--- config.mk ---
export PLATFORM = sky130hd
export DESIGN_NAME = ram_req_ctrl
export DESIGN_NICKNAME = d
export VERILOG_FILES = /design/src/rtl/ram_req_ctrl_pkg.sv /design/src/rtl/ram_req_ctrl.sv
export SDC_FILE = /design/constraint.sdc
export NUM_CORES = 1
export LEC_CHECK = 0
export ABC_AREA = 1
export ABC_CLOCK_PERIOD_IN_PS = 5100
export BUFFER_PORTS_ARGS = -buffer_cell sky130_fd_sc_hd__buf_2
export CAP_MARGIN = 25
export CELL_PAD_IN_SITES_DETAIL_PLACEMENT = 0
export CELL_PAD_IN_SITES_GLOBAL_PLACEMENT = 2
export CORE_AREA = 2 2 61 63
export CTS_BUF_LIST = sky130_fd_sc_hd__clkbuf_16
export DETAILED_ROUTE_END_ITERATION = 8
export DIE_AREA = 0 0 63 65
export GPL_TIMING_DRIVEN = 0
export PLACE_DENSITY_LB_ADDON = 0.1
export SETUP_SLACK_MARGIN = 0.05
export SLEW_MARGIN = 20
export SYNTH_ARGS = -nofsm -noshare
export SYNTH_HDL_FRONTEND = slang
export SYNTH_SLANG_ARGS = --single-unit
--- constraint.sdc ---
create_clock -name clk -period 5.1 [get_ports clk]
set_clock_uncertainty 0.15 [all_clocks]
set_input_delay 1.02 -clock clk [delete_from_list [all_inputs] [get_ports clk]]
set_output_delay 1.02 -clock clk [all_outputs]
set_load 0.01 [all_outputs]
--- src/rtl/ram_req_ctrl_pkg.sv ---
// Shared types and constants for the RAM request front-end.
package ram_pkg;

  localparam int unsigned ADDR_WIDTH_DEF = 4;
  localparam int unsigned DATA_WIDTH_DEF = 8;

  typedef enum logic [1:0] {
    INIT,
    IDLE,
    RSP
  } state_e;

  function automatic int unsigned ram_depth(input int unsigned aw);
    return 32'd1 << aw;
  endfunction

endpackage

--- src/rtl/ram_req_ctrl.sv ---
// Valid/ready request front-end owning a single-port synchronous RAM's pins.
// Define RAM_CTRL_CLEAR_EN to zero the whole RAM with an INIT sweep after reset.
module ram_req_ctrl
  import ram_pkg::*;
#(
  parameter int unsigned ADDR_WIDTH = ADDR_WIDTH_DEF,
  parameter int unsigned DATA_WIDTH = DATA_WIDTH_DEF
) (
  input  logic                  clk,
  input  logic                  rst_n,
  input  logic                  req_valid,
  output logic                  req_ready,
  input  logic                  req_we,
  input  logic [ADDR_WIDTH-1:0] req_addr,
  input  logic [DATA_WIDTH-1:0] req_wdata,
  output logic                  rsp_valid,
  input  logic                  rsp_ready,
  output logic [DATA_WIDTH-1:0] rsp_rdata,
  output logic                  ram_we,
  output logic [ADDR_WIDTH-1:0] ram_addr,
  output logic [DATA_WIDTH-1:0] ram_din,
  input  logic [DATA_WIDTH-1:0] ram_dout,
  output logic                  busy
);

  state_e                  state_q, state_d;
  logic                    rsp_valid_q, rsp_valid_d;
  logic [ADDR_WIDTH-1:0]   addr_q, addr_d;
  logic                    acc;

`ifdef RAM_CTRL_CLEAR_EN
  localparam logic [ADDR_WIDTH-1:0] LAST_ADDR = ADDR_WIDTH'(ram_depth(ADDR_WIDTH) - 1);
  logic [ADDR_WIDTH-1:0]   cnt_q, cnt_d;
  logic                    busy_q, busy_d;
`endif

  always_comb begin
    state_d     = state_q;
    addr_d      = addr_q;
    req_ready   = 1'b0;
    ram_we      = 1'b0;
    ram_addr    = addr_q;
    ram_din     = '0;
`ifdef RAM_CTRL_CLEAR_EN
    cnt_d       = cnt_q;
    busy_d      = busy_q;
`endif
    case (state_q)
      INIT: begin
`ifdef RAM_CTRL_CLEAR_EN
        ram_we   = 1'b1;
        ram_addr = cnt_q;
        cnt_d    = cnt_q + 1'b1;
        if (cnt_q == LAST_ADDR) begin
          state_d = IDLE;
          busy_d  = 1'b0;
        end
`else
        state_d = IDLE;
`endif
      end
      IDLE: req_ready = 1'b1;
      RSP: begin
        req_ready = rsp_ready;
        if (rsp_ready) state_d = IDLE;
      end
      default: state_d = IDLE;
    endcase

    acc = req_valid & req_ready;
    // Outside an accept, ram_addr stays on the latched read address so dout holds under stall.
    if (acc) begin
      ram_we   = req_we;
      ram_addr = req_addr;
      ram_din  = req_wdata;
      if (req_we) begin
        state_d = IDLE;
      end else begin
        addr_d  = req_addr;
        state_d = RSP;
      end
    end
    rsp_valid_d = (state_d == RSP);
  end

  always_ff @(posedge clk or negedge rst_n) begin
    if (!rst_n) begin
`ifdef RAM_CTRL_CLEAR_EN
      state_q <= INIT;
      cnt_q   <= '0;
      busy_q  <= 1'b1;
`else
      state_q <= IDLE;
`endif
      rsp_valid_q <= 1'b0;
      addr_q      <= '0;
    end else begin
`ifdef RAM_CTRL_CLEAR_EN
      cnt_q  <= cnt_d;
      busy_q <= busy_d;
`endif
      state_q     <= state_d;
      rsp_valid_q <= rsp_valid_d;
      addr_q      <= addr_d;
    end
  end

  assign rsp_valid = rsp_valid_q;
  assign rsp_rdata = ram_dout;

`ifdef RAM_CTRL_CLEAR_EN
  assign busy = busy_q;
`else
  assign busy = 1'b0;
`endif

endmodule

==> impl_summary.txt, run 1 <==
----------------------------------------------------
[Run status]
  Run status ... complete, no violations

[Power]
  Flop pwr share ... 0.199
  Net switching component of the power ... 195 uW
  Leak Pwr ... 0.000590 uW
  Final Power ... 479 uW
  Areal power density over the cells ... 516 nW/um^2
  Design internal power ... 284 uW
  Combinational Power Share ... 0.527
  Largest vdd supply drop ... 150 uV
  Clock Power Share ... 0.274
  Fraction of power spent switching nets ... 0.407

[GRT]
  First-pass GRT wire length ... 2600 um
  Via count of the first global-routing pass ... 620
  Overall overflow remaining after global route ... 0
  Largest net degree at the start of global routing ... 11
  Antenna violations before repair ... 0
  Total Routing Usage GR ... 0.0834

[Synth]
  Top cell types by occurrence after synthesis ... sky130_fd_sc_hd__nand2_1, sky130_fd_sc_hd__inv_1, sky130_fd_sc_hd__nor2_1
  Top area cells in the synthesized netlist ... sky130_fd_sc_hd__dfrtp_1, sky130_fd_sc_hd__nand2_1, sky130_fd_sc_hd__buf_4
  Count of unique library cells instantiated by Yosys ... 16
  Number of warnings issued by yosys ... 0
  Share of async-settable or async-resettable flops after synthesis ... 1.00
  Syn nets ... 116
  Number of enable flip-flop cells after synthesis ... 0
  Register area share after synthesis ... 0.297
  Cell count after synthesis ... 88
  Most used standard cell by instance count after synthesis ... sky130_fd_sc_hd__nand2_1
  Top flip-flop cell by instance count after synthesis ... sky130_fd_sc_hd__dfrtp_1
  Cell type contributing the most total cell area after synthesis ... sky130_fd_sc_hd__dfrtp_1
  Average cell area after synthesis ... 6.74 sq um
  Flops & latches, synth ... 7
  Area share of the leading cell type in the synthesized netlist ... 0.253
  Cell area after synthesis ... 593 sq um

[Placed design]
  Post-place instance area ... 848 sq um
  Number of buffers added on ports ... 39
  Detailed placement HPWL ... 1280 um
  Final estimated routing congestion in global placement ... 0.659

[Die]
  Die height ... 65 um
  Total die area ... 4100 sq um
  Effective utilization at floorplan ... 0.170
  Top-level port count ... 49
  Number of cell rows ... 22
  Placeable Area ... 3500 sq um
  Die Wd ... 63 um

[Worst setup path]
  CP Capture Type ... primary output
  Worst Path Max Fanout ... 10
  Critical path data arrival time ... 1.87 ns
  CP Class ... reg -> out
  Worst path required time ... 3.93 ns
  Element type at the critical path start ... register

[Clock network]
  PostCTS Resize Cnt ... 0
  Clock transition at the register clock pins on the worst setup and hold paths after CTS ... 0.04 ns
  Count of clock tree sinks ... 7
  Number of buffers added by the clock tree synthesis step ... 3
  Post-CTS Hold Fix Bufs ... 0
  Clock Root Buffer ... sky130_fd_sc_hd__clkbuf_16
  Setup fix buffers added after clock tree synthesis ... 0
  Clock tree from TritonCTS ... yes
  Clock buffer depth ... 2
  Number of H-tree branching levels ... 1
  Insertion delay to the later sink of the worst-skew pair ... 0.23 ns

[Detailed routing]
  Number of DRC markers after the initial detailed-route iteration ... 10
  Antenna-violating nets left ... 0
  Detailed-router iteration count before antenna repair ... 3
  Routed WL ... 1530 um
  Routed len/inst ... 8.56 um
  Routed vias ... 623
  Via density per instance ... 3.48
  DRC violations left ... 0

[Layout]
  Post-layout net count ... 160
  Share of final-layout standard cells stronger than drive strength 1 ... 0.450
  # fillers ... 403
  Layout Cell Area excl Fill ... 927 sq um
  Ant diodes ... 0
  Post-synthesis to final-layout area growth ... 56.3%

[STA]
  Post-route fraction of the period consumed by the critical path ... 0.596
  Final min period ... 3.04 ns
  Achievable Freq ... 0.329 GHz
  Number of hold violations in the final report ... 0
  Unrepaired setup endpoints after global routing ... no
  Setup-violating endpoint count in the final report ... 0
  Final sum of negative setup slack ... 0 ns
  Fin. max-slew vios ... 0

[Flow run]
  Number of maximum-capacitance constraint violations ... 0

[Min path]
  Min-delay worst type ... reg -> reg

----------------------------------------------------
worst paths after layout:
| check | slack, ns | startpoint | end | cells past startpoint |
|---|---|---|---|---|
| max | 2.06 | state_q[0] | ram_addr[2] | 8 |
| max in group asynchronous | 4.10 | rst_n | state_q[0] | 1 |
| max reg2reg | 3.35 | state_q[0] | addr_q[1] | 6 |
| min in group asynchronous | 0.47 | rst_n | rsp_valid | 1 |
| min reg2reg | 0.33 | addr_q[1] | addr_q[1] | 2 |
| min | 0.33 | addr_q[1] | addr_q[1] | 2 |
critical path, cell delays in order, from the launching register on:
cell and delay [ns]:
sky130_fd_sc_hd__dfstp_2 0.54, sky130_fd_sc_hd__inv_1 0.05, sky130_fd_sc_hd__ha_1 0.35, sky130_fd_sc_hd__inv_1 0.15, sky130_fd_sc_hd__nand3_4 0.14, sky130_fd_sc_hd__buf_6 0.17, sky130_fd_sc_hd__nand2_1 0.06, sky130_fd_sc_hd__nand2_1 0.05
sky130_fd_sc_hd__buf_2 0.13
state kept, by name, summed over array words and instances (netlist names):
register / count
addr_q: 4
rsp_valid: 1
state_q: 2
power by group through the flow:
stage          Sequential, uW  Combinational, uW  Clock, uW
2_1_floorplan            95.8                171          0
3_3_place_gp             96.2                258          0
3_5_place_dp             96.3                259          0
4_1_cts                  95.6                260        135
5_1_grt                  97.9                291        136
6_report                 95.3                252        131
cell usage in the layout, fill, tap and decap left out, types with 2 or more instances in the layout:
master,Yosys,final
sky130_fd_sc_hd__buf_2,0,39
sky130_fd_sc_hd__nand2_1,27,27
sky130_fd_sc_hd__inv_1,16,17
sky130_fd_sc_hd__nor2_1,11,11
sky130_fd_sc_hd__buf_4,9,9
sky130_fd_sc_hd__dfrtp_1,6,6
sky130_fd_sc_hd__nand3_1,5,5
sky130_fd_sc_hd__ha_1,3,3
sky130_fd_sc_hd__clkbuf_16,0,3
sky130_fd_sc_hd__nand2_2,2,2
sky130_fd_sc_hd__nand4_1,2,2
metrics by stage:
stage	utilization	hold WS [ns]	instances	worst slack (ns)
after floorplan	-	0.299	88	2.35
after global placement	0.243	0.315	175	2.09
after detailed placement	0.243	0.320	175	2.09
after CTS	0.265	0.331	179	2.03
after global routing	0.265	0.353	179	1.94
final	0.265	0.327	179	2.06
cells by family (layout without fill, tap and decap cells):
kind of cell	Yosys count	count (layout)	synth area share
AND/OR/NAND/NOR	50	50	0.384
buffers and inverters	26	69	0.234
flip-flops	7	7	0.297
adder cells (fa/ha/maj)	3	3	0.0633
other	1	1	0.00632
AO/OA/AOI/OAI	1	1	0.0148
per-layer routing:
layer / routed length, um / vias up / share of wire / GRT usage
met1: 618 / 253 / 0.40 / 0.0864
met5: 0 / - / 0 / 0
met3: 161 / 2 / 0.11 / 0.0278
met2: 732 / 33 / 0.48 / 0.142
met4: 19 / 0 / 0.012 / 0.0583
li1: - / 335 / - / -
cell type report:
class	count	area [sq um]	share of cell area
Multi-Input combinational cell	55	278	0.300
Timing Repair Buffer	39	195	0.211
Sequential cell	7	176	0.190
Buffer	10	78.8	0.0850
Clock buffer	3	75.1	0.0810
Inverter	16	60.1	0.0648
Tap cell	48	60.1	0.0648
Clock inverter	1	3.75	0.00405
(Power assumes the default switching activity.)
==> run 2: changes to the inputs <==
--- a/config.mk
+++ b/config.mk
@@ -6,15 +6,15 @@
 export NUM_CORES = 1
 export LEC_CHECK = 0
 export ABC_AREA = 1
-export ABC_CLOCK_PERIOD_IN_PS = 5100
+export ABC_CLOCK_PERIOD_IN_PS = 2700
 export BUFFER_PORTS_ARGS = -buffer_cell sky130_fd_sc_hd__buf_2
 export CAP_MARGIN = 25
 export CELL_PAD_IN_SITES_DETAIL_PLACEMENT = 0
 export CELL_PAD_IN_SITES_GLOBAL_PLACEMENT = 2
-export CORE_AREA = 2 2 61 63
+export CORE_AREA = 2 2 66 68
 export CTS_BUF_LIST = sky130_fd_sc_hd__clkbuf_16
 export DETAILED_ROUTE_END_ITERATION = 8
-export DIE_AREA = 0 0 63 65
+export DIE_AREA = 0 0 68 70
 export GPL_TIMING_DRIVEN = 0
 export PLACE_DENSITY_LB_ADDON = 0.1
 export SETUP_SLACK_MARGIN = 0.05
==> constraint.sdc (replaced) <==
create_clock -name clk -period 2.7 [get_ports clk]
set_clock_uncertainty 0.15 [all_clocks]
set_input_delay 0.54 -clock clk [delete_from_list [all_inputs] [get_ports clk]]
set_output_delay 0.54 -clock clk [all_outputs]
set_load 0.01 [all_outputs]
==> run 2 against run 1 <==
The run now ends with hold timing left. Clock power grew 90%. Combinational power rose by 98%. Clock-buffer cell count is the same. Cell area is 1.6% higher. Flip-flop and latch count is the same. Non-clock buffer count unchanged. Final cell count grew 2.2%.
==> impl_summary.txt, run 2 (synthesis gave the netlist of run 1 again) <==
----------------------------------------------------
[Run status]
  Run status ... complete, but fails checks
  Violations in the final reports ... hold timing

[Detailed routing]
  Routed WL ... 1570 um
  Number of DRC markers after the initial detailed-route iteration ... 7
  Via density per instance ... 3.45
  Routed vias ... 631
  Detailed-router iteration count before antenna repair ... 3
  Routed len/inst ... 8.57 um
  DRC violations left ... 0
  Antenna-violating nets left ... 0

[Power]
  Largest vdd supply drop ... 333 uV
  Design internal power ... 547 uW
  Fraction of power spent switching nets ... 0.410
  Flop pwr share ... 0.195
  Net switching component of the power ... 381 uW
  Clock Power Share ... 0.268
  Leak Pwr ... 0.000588 uW
  Combinational Power Share ... 0.538
  Areal power density over the cells ... 985 nW/um^2

[Layout]
  Post-synthesis to final-layout area growth ... 58.9%
  Reg with most FFs ... addr_q
  Share of final-layout standard cells stronger than drive strength 1 ... 0.466
  Number of flip-flops under the largest register name ... 4
  # fillers ... 488
  Post-layout net count ... 160
  Leading cell types in the layout, fill and taps excluded ... sky130_fd_sc_hd__buf_2, sky130_fd_sc_hd__nand2_1, sky130_fd_sc_hd__inv_1
  Most common cell after layout, fill and taps aside ... sky130_fd_sc_hd__buf_2
  Ant diodes ... 0
  Core Util, Final ... 0.227

[Clock network]
  Count of clock tree sinks ... 7
  Clock buffer depth ... 2
  Clock transition at the register clock pins on the worst setup and hold paths after CTS ... 0.04 ns
  Clock Root Buffer ... sky130_fd_sc_hd__clkbuf_16
  Setup fix buffers added after clock tree synthesis ... 0
  Clock tree from TritonCTS ... yes
  Number of buffers added by the clock tree synthesis step ... 3
  Number of H-tree branching levels ... 1
  Insertion delay to the later sink of the worst-skew pair ... 0.23 ns

[Worst setup path]
  Terminus of the critical flop-to-flop path ... addr_q[3]
  CP Capture Type ... primary output
  Reg-to-reg slack, setup ... 1.04 ns
  CP Class ... reg -> out
  Worst path required time ... 2.01 ns
  Worst reg-to-reg path cell count ... 6
  Worst Path Max Fanout ... 10
  Element type at the critical path start ... register
  Critical path data arrival time ... 1.79 ns
  Startpoint of the worst-slack reg-to-reg timing path ... state_q[0]

[Die]
  Top-level port count ... 49
  Number of cell rows ... 24
  Die Wd ... 68 um
  Placeable Area ... 4140 sq um
  Effective utilization at floorplan ... 0.143
  Die height ... 70 um
  Total die area ... 4760 sq um

[STA]
  Final sum of negative setup slack ... 0 ns
  Achievable Freq ... 0.403 GHz
  Setup-violating endpoint count in the final report ... 0
  WHS ... -0.00522 ns
  Fin. max-slew vios ... 0
  Number of hold violations in the final report ... 6
  Unrepaired setup endpoints after global routing ... no
  Final min period ... 2.48 ns
  Post-route fraction of the period consumed by the critical path ... 0.919

[Flow run]
  Number of maximum-capacitance constraint violations ... 0

[GRT]
  Antenna violations before repair ... 0
  Largest net degree at the start of global routing ... 11
  Overall overflow remaining after global route ... 0
  First-pass GRT wire length ... 2570 um
  Via count of the first global-routing pass ... 577
  Total Routing Usage GR ... 0.0719

[Placed design]
  Final estimated routing congestion in global placement ... 0.699
  Detailed placement HPWL ... 1310 um
  Number of buffers added on ports ... 39

[Min path]
  Min-delay worst type ... in -> async

----------------------------------------------------
[run 2: how the worst max path moves through the flow]
stage | startpoint | end | slack, ns | depth (start not counted)
2_1_floorplan | state_q[0] | ram_din[0] | 0.55 | 6
3_3_place_gp | state_q[0] | ram_addr[1] | 0.37 | 8
3_5_place_dp | state_q[0] | ram_addr[1] | 0.36 | 8
4_1_cts | state_q[0] | ram_addr[1] | 0.12 | 8
5_1_grt | state_q[0] | ram_addr[1] | 0.10 | 8
6_report | state_q[0] | ram_addr[1] | 0.22 | 8
[run 2: final cells by class]
type	instances	area [sq um]	area share
Multi-Input combinational cell	55	288	0.305
Timing Repair Buffer	39	195	0.207
Sequential cell	7	176	0.187
Buffer	10	78.8	0.0837
Clock buffer	3	75.1	0.0797
Tap cell	52	65.1	0.0691
Inverter	16	60.1	0.0637
Clock inverter	1	3.75	0.00398
[run 2: what timing repair did]
item | CTS | global route
hold buffers | 0 | 0
endpoints found under the hold margin | 0 | 0
setup endpoints to repair | 0 | 9
gates resized for setup | 0 | 3
[run 2: worst max-delay path: stages (launching register included)]
cell and delay, ns:
sky130_fd_sc_hd__dfstp_2 0.54, sky130_fd_sc_hd__inv_1 0.05, sky130_fd_sc_hd__ha_2 0.38, sky130_fd_sc_hd__inv_2 0.08, sky130_fd_sc_hd__nand3_4 0.12, sky130_fd_sc_hd__buf_6 0.16
sky130_fd_sc_hd__nand2_1 0.05, sky130_fd_sc_hd__nand2_1 0.06, sky130_fd_sc_hd__buf_2 0.12
[run 2: per-stage QoR]
stage / total power, uW / area [sq um] / setup slack (ns) / std cells / hold WS (ns)
3_5_place_dp: 669 / 853 / 0.363 / 179 / 0.242
6_report: 928 / 942 / 0.219 / 183 / -0.00522
2_1_floorplan: 503 / 593 / 0.551 / 88 / 0.0944
5_1_grt: 1030 / 942 / 0.101 / 183 / 0.00679
3_3_place_gp: 672 / 853 / 0.370 / 179 / 0.245
4_1_cts: 923 / 932 / 0.116 / 183 / 0.00230
[run 2: power groups by stage]
stage	Combinational, uW	Sequential (uW)	Clock, uW
detailed placement	486	183	0
finish	499	181	249
CTS	489	182	252
floorplan	322	181	0
global placement	489	183	0
global route	572	190	263
[run 2: per-layer routing]
metal,wire length [um],track usage,vias up
li1,-,-,338
met1,695,0.0861,256
met2,678,0.110,33
met3,165,0.0193,4
met4,29,0.0467,0
met5,0,0,-
